===== config.mk =====
export PLATFORM = sky130hd
export DESIGN_NAME = frame_pad_inserter
export DESIGN_NICKNAME = d
export VERILOG_FILES = /design/src/rtl/frame_pad_inserter.sv
export SDC_FILE = /design/constraint.sdc
export NUM_CORES = 1
export LEC_CHECK = 0
export CORE_ASPECT_RATIO = 1.4
export CORE_MARGIN = 1
export CORE_UTILIZATION = 58
export DETAILED_ROUTE_END_ITERATION = 8
export PLACE_DENSITY = 0.8
export RECOVER_POWER = 100
export SETUP_SLACK_MARGIN = 0.15
export SLEW_MARGIN = 30
export SYNTH_ARGS = -nofsm -noshare
export SYNTH_HDL_FRONTEND = slang
export SYNTH_SLANG_ARGS = --single-unit
export TNS_END_PERCENT = 50

===== constraint.sdc =====
create_clock -name clk -period 2.8 [get_ports clk]
set_input_delay 0.7 -clock clk [delete_from_list [all_inputs] [get_ports clk]]
set_output_delay 0.7 -clock clk [all_outputs]
set_load 0.03 [all_outputs]

===== src/rtl/frame_pad_inserter.sv =====
`timescale 1ns/1ps
// Frame border inserter: wraps each frame in a (KERNEL_SIZE-1)/2 pad ring (zero, constant or edge replicate).
// Latency: single output register, an accepted pixel appears on oData the following cycle.
// Backpressure: oData/oIsPad/counters hold while oValid&!iReady; oReady only asserted when the output slot frees.
module frame_pad_inserter #(
    parameter int WIDTH       = 320,
    parameter int HEIGHT      = 240,
    parameter int KERNEL_SIZE = 3,
    parameter int CHANNELS    = 3,
    parameter int DW          = 8
) (
    input  logic                   clk,
    input  logic                   reset,
    input  logic                   newFrame,
    input  logic [1:0]             mode,
    input  logic [DW-1:0]          padValue,
    input  logic                   iValid,
    input  logic [CHANNELS*DW-1:0] iData,
    output logic                   oReady,
    output logic                   oValid,
    output logic [CHANNELS*DW-1:0] oData,
    input  logic                   iReady,
    output logic                   oIsPad,
    output logic [15:0]            oXCnt,
    output logic [15:0]            oYCnt,
    output logic                   oDone
);

    localparam int B  = (KERNEL_SIZE - 1) / 2;
    localparam int OW = WIDTH + 2 * B;
    localparam int PW = CHANNELS * DW;
    localparam logic [31:0] BAND_PADS = 32'(B * OW);
    localparam logic [31:0] SIDE_PADS = 32'(B);

    typedef enum logic [2:0] {
        S_IDLE, S_TOP, S_LEFT, S_BODY, S_RIGHT, S_BOTTOM, S_DONE
    } fsmStateT;

    fsmStateT state, nextState;

    logic [1:0]    modeR;
    logic [DW-1:0] padR;
    logic [PW-1:0] firstPix;
    logic [PW-1:0] lastPix;
    logic          haveFirst;
    logic [31:0]   padCnt;
    logic [15:0]   colAcc;
    logic [15:0]   rowCnt;
    logic [15:0]   xPos;
    logic [15:0]   yPos;

    logic          advance;
    logic          acceptState;
    logic          accept;
    logic          replicate;
    logic          lastRow;
    logic          lastCol;
    logic [PW-1:0] constPad;

    logic          loadEn;
    logic [PW-1:0] loadDat;
    logic          loadPad;
    logic          padStep;
    logic          rowDone;

    assign advance   = !oValid || iReady;
    assign replicate = (modeR == 2'd2);
    assign constPad  = (modeR == 2'd1) ? {CHANNELS{padR}} : '0;
    assign lastRow   = (rowCnt == 16'(HEIGHT - 1));
    assign lastCol   = (colAcc == 16'(WIDTH - 1));

    // Replicate mode must see the row's first pixel before it can emit the left border.
    assign acceptState = (state == S_BODY) || (state == S_LEFT && replicate && !haveFirst);
    assign oReady      = acceptState && advance;
    assign accept      = iValid && oReady;

    always_ff @(posedge clk or negedge reset) begin
        if (!reset) state <= S_IDLE;
        else        state <= nextState;
    end

    always_comb begin
        nextState = state;
        case (state)
            S_IDLE: begin
                if (newFrame) nextState = (B > 0) ? S_TOP : S_BODY;
            end
            S_TOP: begin
                if (advance && padCnt == BAND_PADS - 32'd1) nextState = S_LEFT;
            end
            S_LEFT: begin
                if (replicate) begin
                    if (haveFirst && advance && padCnt == SIDE_PADS)
                        nextState = (WIDTH == 1) ? S_RIGHT : S_BODY;
                end else if (advance && padCnt == SIDE_PADS - 32'd1) begin
                    nextState = S_BODY;
                end
            end
            S_BODY: begin
                if (accept && lastCol) begin
                    if (B > 0)        nextState = S_RIGHT;
                    else if (lastRow) nextState = S_DONE;
                end
            end
            S_RIGHT: begin
                if (advance && padCnt == SIDE_PADS - 32'd1)
                    nextState = lastRow ? S_BOTTOM : S_LEFT;
            end
            S_BOTTOM: begin
                if (advance && padCnt == BAND_PADS - 32'd1) nextState = S_DONE;
            end
            S_DONE: begin
                if (advance) nextState = S_IDLE;
            end
            default: nextState = S_IDLE;
        endcase
    end

    always_comb begin
        loadEn  = 1'b0;
        loadDat = '0;
        loadPad = 1'b0;
        padStep = 1'b0;
        rowDone = 1'b0;
        case (state)
            S_TOP, S_BOTTOM: begin
                loadEn  = advance;
                loadDat = constPad;
                loadPad = 1'b1;
                padStep = advance;
            end
            S_LEFT: begin
                if (replicate) begin
                    // B copies of the captured pixel, then the pixel itself as real data.
                    loadEn  = haveFirst && advance;
                    loadDat = firstPix;
                    loadPad = (padCnt < SIDE_PADS);
                    padStep = haveFirst && advance;
                end else begin
                    loadEn  = advance;
                    loadDat = constPad;
                    loadPad = 1'b1;
                    padStep = advance;
                end
            end
            S_BODY: begin
                loadEn  = accept;
                loadDat = iData;
                rowDone = (B == 0) && accept && lastCol;
            end
            S_RIGHT: begin
                loadEn  = advance;
                loadDat = replicate ? lastPix : constPad;
                loadPad = 1'b1;
                padStep = advance;
                rowDone = advance && (padCnt == SIDE_PADS - 32'd1);
            end
            default: ;
        endcase
    end

    always_ff @(posedge clk or negedge reset) begin
        if (!reset) begin
            modeR     <= 2'd0;
            padR      <= '0;
            firstPix  <= '0;
            lastPix   <= '0;
            haveFirst <= 1'b0;
            padCnt    <= '0;
            colAcc    <= '0;
            rowCnt    <= '0;
            xPos      <= '0;
            yPos      <= '0;
        end else if (state == S_IDLE) begin
            haveFirst <= 1'b0;
            padCnt    <= '0;
            colAcc    <= '0;
            rowCnt    <= '0;
            xPos      <= '0;
            yPos      <= '0;
            if (newFrame) begin
                modeR <= mode;
                padR  <= padValue;
            end
        end else begin
            if (state != nextState) padCnt <= '0;
            else if (padStep)       padCnt <= padCnt + 32'd1;

            if (nextState != S_LEFT) haveFirst <= 1'b0;
            else if (accept)         haveFirst <= 1'b1;

            if (accept) begin
                colAcc  <= lastCol ? 16'd0 : colAcc + 16'd1;
                lastPix <= iData;
                if (state == S_LEFT) firstPix <= iData;
            end

            if (rowDone) rowCnt <= rowCnt + 16'd1;

            if (loadEn) begin
                if (xPos == 16'(OW - 1)) begin
                    xPos <= '0;
                    yPos <= yPos + 16'd1;
                end else begin
                    xPos <= xPos + 16'd1;
                end
            end
        end
    end

    always_ff @(posedge clk or negedge reset) begin
        if (!reset) begin
            oValid <= 1'b0;
            oData  <= '0;
            oIsPad <= 1'b0;
            oXCnt  <= '0;
            oYCnt  <= '0;
            oDone  <= 1'b0;
        end else begin
            // DONE only advances once the final beat has drained.
            oDone <= (state == S_DONE) && advance;
            if (loadEn) begin
                oValid <= 1'b1;
                oData  <= loadDat;
                oIsPad <= loadPad;
                oXCnt  <= xPos;
                oYCnt  <= yPos;
            end else begin
                if (advance) oValid <= 1'b0;
                if (state == S_IDLE) begin
                    oXCnt <= '0;
                    oYCnt <= '0;
                end
            end
        end
    end

endmodule


==> results of run 1 <==
[cells in the final DEF (no fill, tap or decap), types with 8 or more instances in the layout]
cell type and n:
nand2_1 249, dfrtp_1 217, o21ai_0 97, nor2_1 74, nand3_1 70, dlygate4sd3_1 59
mux2_2 36, clkdlybuf4s50_1 36, a21oi_1 32, xnor2_1 29, buf_4 28, and3_1 24
clkbuf_16 23, a221o_1 21, a222oi_1 21, nor3_1 20, nand4_1 17, inv_1 14
nor4_1 13, o31ai_1 13, or3_1 12, a211oi_1 12, clkbuf_1 12, a31oi_1 11
nor2b_1 10, and2_1 10, a311oi_1 8, ha_1 8
[area by class of cell]
type | count | area (um2)
Multi-Input combinational cell | 870 | 5090
Timing Repair Buffer | 145 | 1340
Tap cell | 240 | 300
Fill cell | 1347 | 5160
Clock inverter | 6 | 82.6
Clock buffer | 33 | 683
Sequential cell | 217 | 5430
Inverter | 14 | 52.6
[metal layers]
layer | routed length [um] | track usage | vias up
met1 | 11000 | 0.358 | 4639
li1 | - | - | 4422
met3 | 1610 | 0.0436 | 81
met5 | 0 | 0 | -
met4 | 952 | 0.130 | 0
met2 | 13800 | 0.505 | 343
[critical path, cell delays in order (launching register included)]
cell       delay (ns)
dfrtp_1          0.55
nor2b_1          0.38
o2111ai_2        0.18
clkbuf_1         0.20
nor2_1           0.24
clkbuf_1         0.51
mux2_2           0.41
[worst paths after layout]
| check | slack (ns) | to |
|---|---|---|
| max | 0.22 | firstPix[23]$_DFFE_PN0P_ |
| min | 0.47 | oData[6]$_DFFE_PN0P_ |
| max reg2reg | 0.22 | firstPix[23]$_DFFE_PN0P_ |
| min reg2reg | 0.47 | oData[6]$_DFFE_PN0P_ |
| max in group asynchronous | 0.57 | oYCnt[14]$_DFFE_PN0P_ |
| min in group asynchronous | 0.87 | lastPix[6]$_DFFE_PN0P_ |
[cell usage after synthesis, types with 8 or more instances]
library cell | instances | area [um2]
nor2_1 | 74 | 278
nor2b_1 | 10 | 62.6
inv_1 | 14 | 52.6
a311oi_1 | 8 | 70.1
o31ai_1 | 13 | 97.6
ha_1 | 8 | 100
a21oi_1 | 32 | 160
nand2_1 | 249 | 935
a211oi_1 | 12 | 90.1
nand4_1 | 17 | 106
nand2b_1 | 8 | 50.1
clkbuf_1 | 53 | 199
a31oi_1 | 12 | 75.1
a222oi_1 | 21 | 210
xnor2_1 | 29 | 254
dfrtp_1 | 217 | 5430
o21ai_0 | 98 | 490
nand3_1 | 70 | 350
and3_1 | 24 | 150
buf_2 | 8 | 40.0
a221o_1 | 21 | 210
nor3_1 | 21 | 105
mux2_2 | 36 | 405
nor4_1 | 14 | 87.6
and2_1 | 11 | 68.8
or3_1 | 12 | 75.1
[metrics by stage]
step | hold WS [ns] | power (mW)
after floorplan | 0.404 | 3.67
after global placement | 0.458 | 3.96
after detailed placement | 0.464 | 3.98
after CTS | 0.111 | 7.03
after global routing | 0.489 | 7.22
final | 0.470 | 6.98
[flip-flops by register name, indices dropped and copies added (netlist names), 2 cells and up]
signal,cells
padR,8
firstPix,24
oYCnt,16
xPos,16
yPos,16
rowCnt,16
state,3
lastPix,24
colAcc,16
oXCnt,16
modeR,2
oData,24
padCnt,32
[power groups by stage]
stage	Combinational (mW)	Sequential [mW]	Clock [mW]
final	0.572	3.33	3.07
after global routing	0.640	3.35	3.24
after CTS	0.594	3.33	3.11
after detailed placement	0.590	3.39	0
after global placement	0.578	3.39	0
after floorplan	0.250	3.42	0
[timing repair]
action | in CTS | in global routing
buffers inserted | 1 | 1
pin swaps | 1 | 2
setup endpoints to repair | 1 | 8
resized for setup | 3 | 2
[logic make-up after synthesis]
family,Yosys count,share of synthesized area
buffers and inverters,83,0.0305
DFF,217,0.502
xor gates and xnor gates,31,0.0251
muxes,37,0.0384
adders and majority gates,8,0.00925
AOI/OAI and AO/OA,250,0.157
and+or+nand+nor,544,0.238
==> results.md, run 1 <==
- H-tree depth: 1
- Sink Count: 217
- Setup TNS: 0 ns
- FFs w/ async S/R, synth: 1.00
- Fin crit share: 0.923
- Pwr/cell area: 537 nW/um2
- DIE HEIGHT: 164 um
- Site Rows: 58
- Max Fanout on Critical Path: 12
- Fin area: 13000 um2
- Worst vdd ir: 400 uV
- Min-delay src: oData[6]$_DFFE_PN0P_
- Hold Path Depth: 2
- First-pass GRT wire length: 45.2 mm
- Crit path required time: 3.19 ns
- Fmax: 387 MHz
- Setup ws final: 0.216 ns
- Failing checks: capacitance limit, slew limit
- Die area: 19200 um2
- Placed inst area: 12300 um2
- RSZ-0062 raised after global routing: true
- Crit path capture type: register
- Skew-Pair Late Insertion Delay: 0.51 ns
- Vias in the first global route: 9256
- Final Util: 0.715
- Clock buffer depth: 3
- Final Setup Violations: 0
- WL/cell: 18.0 um
- Post-synth EDFFs: 0
- Placed Cells: 1484
- DRC viols: 0
- Max-slew violation count: 40
- Critical path class: reg -> reg
- Worst-Margin Slew: 2.27 ns
- Sequential-to-total area share from yosys stat: 0.502
- Io pins: 99
- Mapped Area: 10800 um2
- Post-Synthesis Cells: 1170
- Primary FF master, synth: dfrtp_1
- Average size of a mapped cell: 9.25 um2
- Slew margin rel.: -0.517
- Worst reg2reg path depth: 6
- Share of layout cells above drive strength 1: 0.102
- Combinational share of power: 0.082
- CTS Buf Count: 22
- Max Cap Violations: 1
- Vias after detailed routing: 9485
- Area delta synth->final: 19.9%
- Total number of yosys warnings: 0
- Initial antenna violation count: 0
- Worst EP arrival: 2.98 ns
- Antenna diode count: 0
- Startpoint class of the critical path: register
- Final WL: 27.4 mm
- Run status: finished, violations left
- Reg2Reg Launch Point: state[1]$_DFF_PN0_
- Hold WC Path Type: reg -> reg
- Tot GR Track Use: 0.290
- Synth cell types: 61
- Endpoints failing hold: 0
- Largest net degree at the start of global routing: 86
- Detail Placement HPWL: 18.2 mm
- Yosys reg bits: 217
- Chip Width: 117 um
- Sequential share of power: 0.478
- Core ar.: 18100 um2
- Final min period: 2.58 ns
- Root buffer cell: clkbuf_16
- Clock Skew: 0.00860 ns
- Starting Density: 0.596
- CTS tree: yes
- # port buffers: 98
- Syn_nets: 1217
- Pint: 5.32 mW
- Sw Share: 0.237
- # nets final: 1317
- Clock power frac: 0.440
- Pre-CTS setup slack: -0.0420 ns
- CTS Hold Bufs: 0
- Grt ovf: 0
- Final Wtd Congestion: 0.887
- CP startpoint: state[1]$_DFF_PN0_
- ANT nets after route: 0
- First DRT Iteration DRCs: 892
- Drt pass-1 iters: 8
- Clk pin slew, worst setup/hold paths: 0.07 ns
- Post-Layout Cell Count: 1525
- Via/cell ratio: 6.22
- Sw Pwr: 1.66 mW
- Leak pwr: 5.95 nW
Note: power is estimated with default switching activity, not from simulation.
==> inputs of run 2 (changes only) <==
--- a/config.mk
+++ b/config.mk
@@ -5,10 +5,11 @@
 export SDC_FILE = /design/constraint.sdc
 export NUM_CORES = 1
 export LEC_CHECK = 0
-export CORE_ASPECT_RATIO = 1.4
+export CORE_ASPECT_RATIO = 1.1
 export CORE_MARGIN = 1
 export CORE_UTILIZATION = 58
 export DETAILED_ROUTE_END_ITERATION = 8
+export GPL_TIMING_DRIVEN = 0
 export PLACE_DENSITY = 0.8
 export RECOVER_POWER = 100
 export SETUP_SLACK_MARGIN = 0.15
==> run 2 against run 1 <==
- the flow now finishes without violations
- clock power down 6%
- sequential cell count stayed put
- combinational power barely moved
- core utilization is 0.91 points lower
- cell area decreased by 0.15%
- setup slack worse by 0.12 ns
- sequential share of layout area rose by 0.065 points
- critical path depth unchanged
==> results.md, run 2 (synthesis gave the netlist of run 1 again) <==
- Starting Density: 0.590 (was 0.596)
- Vias in the first global route: 9446 (was 9256)
- Max Fanout on Critical Path: 2 (was 12)
- Sequential share of power: 0.491 (was 0.478)
- Setup ws final: 0.0918 ns (was 0.216 ns)
- Reg2Reg Launch Point: state[1]$_DFF_PN0_ (unchanged)
- Final Wtd Congestion: 0.913 (was 0.887)
- Max Cap Violations: 0 (was 1)
- Vias after detailed routing: 9741 (was 9485)
- Slew margin rel.: 0.0413 (was -0.517)
- Number of flip-flops in the largest register: 32 (unchanged)
- Largest net degree at the start of global routing: 88 (was 86)
- Final Setup Violations: 0 (unchanged)
- Chip Width: 132 um (was 117 um)
- Site Rows: 52 (was 58)
- Post-Layout Cell Count: 1552 (was 1525)
- Initial antenna violation count: 0 (unchanged)
- Worst EP arrival: 2.01 ns (was 2.98 ns)
- Clock buffer depth: 3 (unchanged)
- Power Total: 6.79 mW (was 6.98 mW)
- Critical Path Sink: oReady (was firstPix[23]$_DFFE_PN0P_)
- Critical path class: in -> out (was reg -> reg)
- Largest reg by FF count: padCnt (unchanged)
- Share of layout cells above drive strength 1: 0.0894 (was 0.102)
- WL/cell: 18.9 um (was 18.0 um)
- Pwr/cell area: 524 nW/um2 (was 537 nW/um2)
- CTS Buf Count: 23 (was 22)
- Final Util: 0.706 (was 0.715)
- First-pass GRT wire length: 47.6 mm (was 45.2 mm)
- Worst reg2reg path depth: 8 (was 6)
- Worst-Margin Slew: 1.44 ns (was 2.27 ns)
- Fin crit share: 0.967 (was 0.923)
- Hold WC Path Type: reg -> reg (unchanged)
- Skew-Pair Late Insertion Delay: 0.51 ns (about the same)
- Clock power frac: 0.424 (was 0.440)
- H-tree depth: 1 (unchanged)
- R2R Setup Slk: 0.18 ns (was 0.22 ns)
- Leak pwr: 5.88 nW (was 5.95 nW)
- Startpoint class of the critical path: primary input (was register)
- Area delta synth->final: 19.8% (was 19.9%)
- Pre-CTS setup slack: -0.812 ns (was -0.0420 ns)
- R2R Path End: oYCnt[5]$_DFFE_PN0P_ (was firstPix[23]$_DFFE_PN0P_)
- Fmax: 369 MHz (was 387 MHz)
- Core ar.: 18300 um2 (was 18100 um2)
- Io pins: 99 (unchanged)
- Global routing usage on met1: 0.407 (was 0.358)
- # port buffers: 98 (unchanged)
- Tot GR Track Use: 0.309 (was 0.290)
- Met2 Use GR: 0.522 (was 0.505)
- Crit path required time: 2.10 ns (was 3.19 ns)
- Die area: 19200 um2 (about the same)
- Max-slew violation count: 0 (was 40)
- DIE HEIGHT: 145 um (was 164 um)
- Placed Cells: 1513 (was 1484)
- Sink Count: 217 (unchanged)
- Setup TNS: 0 ns (unchanged)
- Sw Share: 0.242 (was 0.237)
- Register area: 5430 um2 (unchanged)
- CTS tree: yes (unchanged)
- Endpoints failing hold: 0 (unchanged)
- Antenna diode count: 0 (unchanged)
- Clock Skew: 0.0122 ns (was 0.00860 ns)
- Layout fillers: 1440 (was 1347)
- Most common cell after layout, fill and taps aside: nand2_1 (unchanged)
- Clk pin slew, worst setup/hold paths: 0.06 ns (was 0.07 ns)
- First DRT Iteration DRCs: 915 (was 892)
- Pint: 5.15 mW (was 5.32 mW)
- Final min period: 2.71 ns (was 2.58 ns)
- Crit path capture type: primary output (was register)
- # nets final: 1344 (was 1317)
- Sw Pwr: 1.64 mW (was 1.66 mW)
- Final WL: 29.3 mm (was 27.4 mm)
- ANT nets after route: 0 (unchanged)
- Hold Path Depth: 2 (unchanged)
- Worst vdd ir: 462 uV (was 400 uV)
- Grt ovf: 0 (unchanged)
- RSZ-0062 raised after global routing: true (unchanged)
- DRC viols: 0 (unchanged)
- CTS Hold Bufs: 0 (unchanged)
- Combinational share of power: 0.085 (was 0.082)
- Drt pass-1 iters: 6 (was 8)
- Via/cell ratio: 6.28 (was 6.22)
- Detail Placement HPWL: 20.0 mm (was 18.2 mm)
- CP startpoint: iReady (was state[1]$_DFF_PN0_)
- GRT busiest layer: met2 (unchanged)
- Commonest cells after routing, fill and taps aside: 248 x nand2_1, 217 x dfrtp_1, 97 x o21ai_0 (was 249 x nand2_1, 217 x dfrtp_1, 97 x o21ai_0)
- Root buffer cell: clkbuf_16 (unchanged)
- Multi-input gate area: 5130 um2 (was 5090 um2)
- Grt met3 use: 0.0405 (was 0.0436)
- Run status: finished clean (was finished, violations left)
[run 2: cell types whose count changed in the layout (fill, tap and decap cells not counted), sizes merged]
cell           change
clkdlybuf4s50      +1
clkbuf            +47
bufinv             -1
buf               -19
clkinvlp           -1
clkinv             -2
dlymetal6s2s       -1
[run 2: final cells by class]
| type | instances | share of cell area |
|---|---|---|
| multi-input cells | 870 | 0.396 |
| flip-flops and latches | 217 | 0.419 |
| well taps | 243 | 0.0235 |
| inverters | 14 | 0.00406 |
| clock inverters | 2 | 0.00270 |
| plain buffers | 69 | 0.0236 |
| repair buffers | 102 | 0.0803 |
| clock buffers | 35 | 0.0510 |
[run 2: worst min path at each step]
stage | start | end | slack (ns)
finish | oData[6]$_DFFE_PN0P_ | oData[6]$_DFFE_PN0P_ | 0.48
detailed placement | lastPix[16]$_DFFE_PN0P_ | lastPix[16]$_DFFE_PN0P_ | 0.47
global placement | lastPix[18]$_DFFE_PN0P_ | lastPix[18]$_DFFE_PN0P_ | 0.46
CTS | reset | oData[6]$_DFFE_PN0P_ | 0.12
floorplan | reset | colAcc[0]$_DFFE_PN0P_ | 0.40
global route | lastPix[18]$_DFFE_PN0P_ | lastPix[18]$_DFFE_PN0P_ | 0.49
[run 2: power by group through the flow]
stage / clock network (mW) / logic (mW) / registers, mW
5_1_grt: 3.05 / 0.636 / 3.35
2_1_floorplan: 0 / 0.250 / 3.42
3_3_place_gp: 0 / 0.557 / 3.39
3_5_place_dp: 0 / 0.579 / 3.39
4_1_cts: 2.92 / 0.587 / 3.33
6_report: 2.88 / 0.574 / 3.34
[run 2: repair_timing]
| item | in CTS | in global routing |
|---|---|---|
| gates resized for setup | 25 | 27 |
| pin swaps | 1 | 2 |
| endpoints found under the setup margin | 65 | 125 |
| setup buffers | 1 | 1 |
[run 2: routing by layer]
layer,routed length [um],share of wire,vias up
li1,-,-,4482
met3,2240,0.077,88
met2,14300,0.49,462
met4,957,0.033,0
met1,11800,0.40,4709
met5,0,0,-
[run 2: worst max-delay path, cell delays in order]
cell and delay [ns]:
clkdlybuf4s50_1 0.45, nand2b_1 0.16, clkbuf_8 0.15, o21ai_2 0.05, nor3_2 0.24, clkbuf_2 0.26
[run 2: metrics by stage]
stage,instance area [um2],hold WS [ns]
floorplan,10800,0.404
global placement,12100,0.460
detailed placement,12200,0.466
CTS,12900,0.119
global route,13000,0.495
finish,13000,0.479
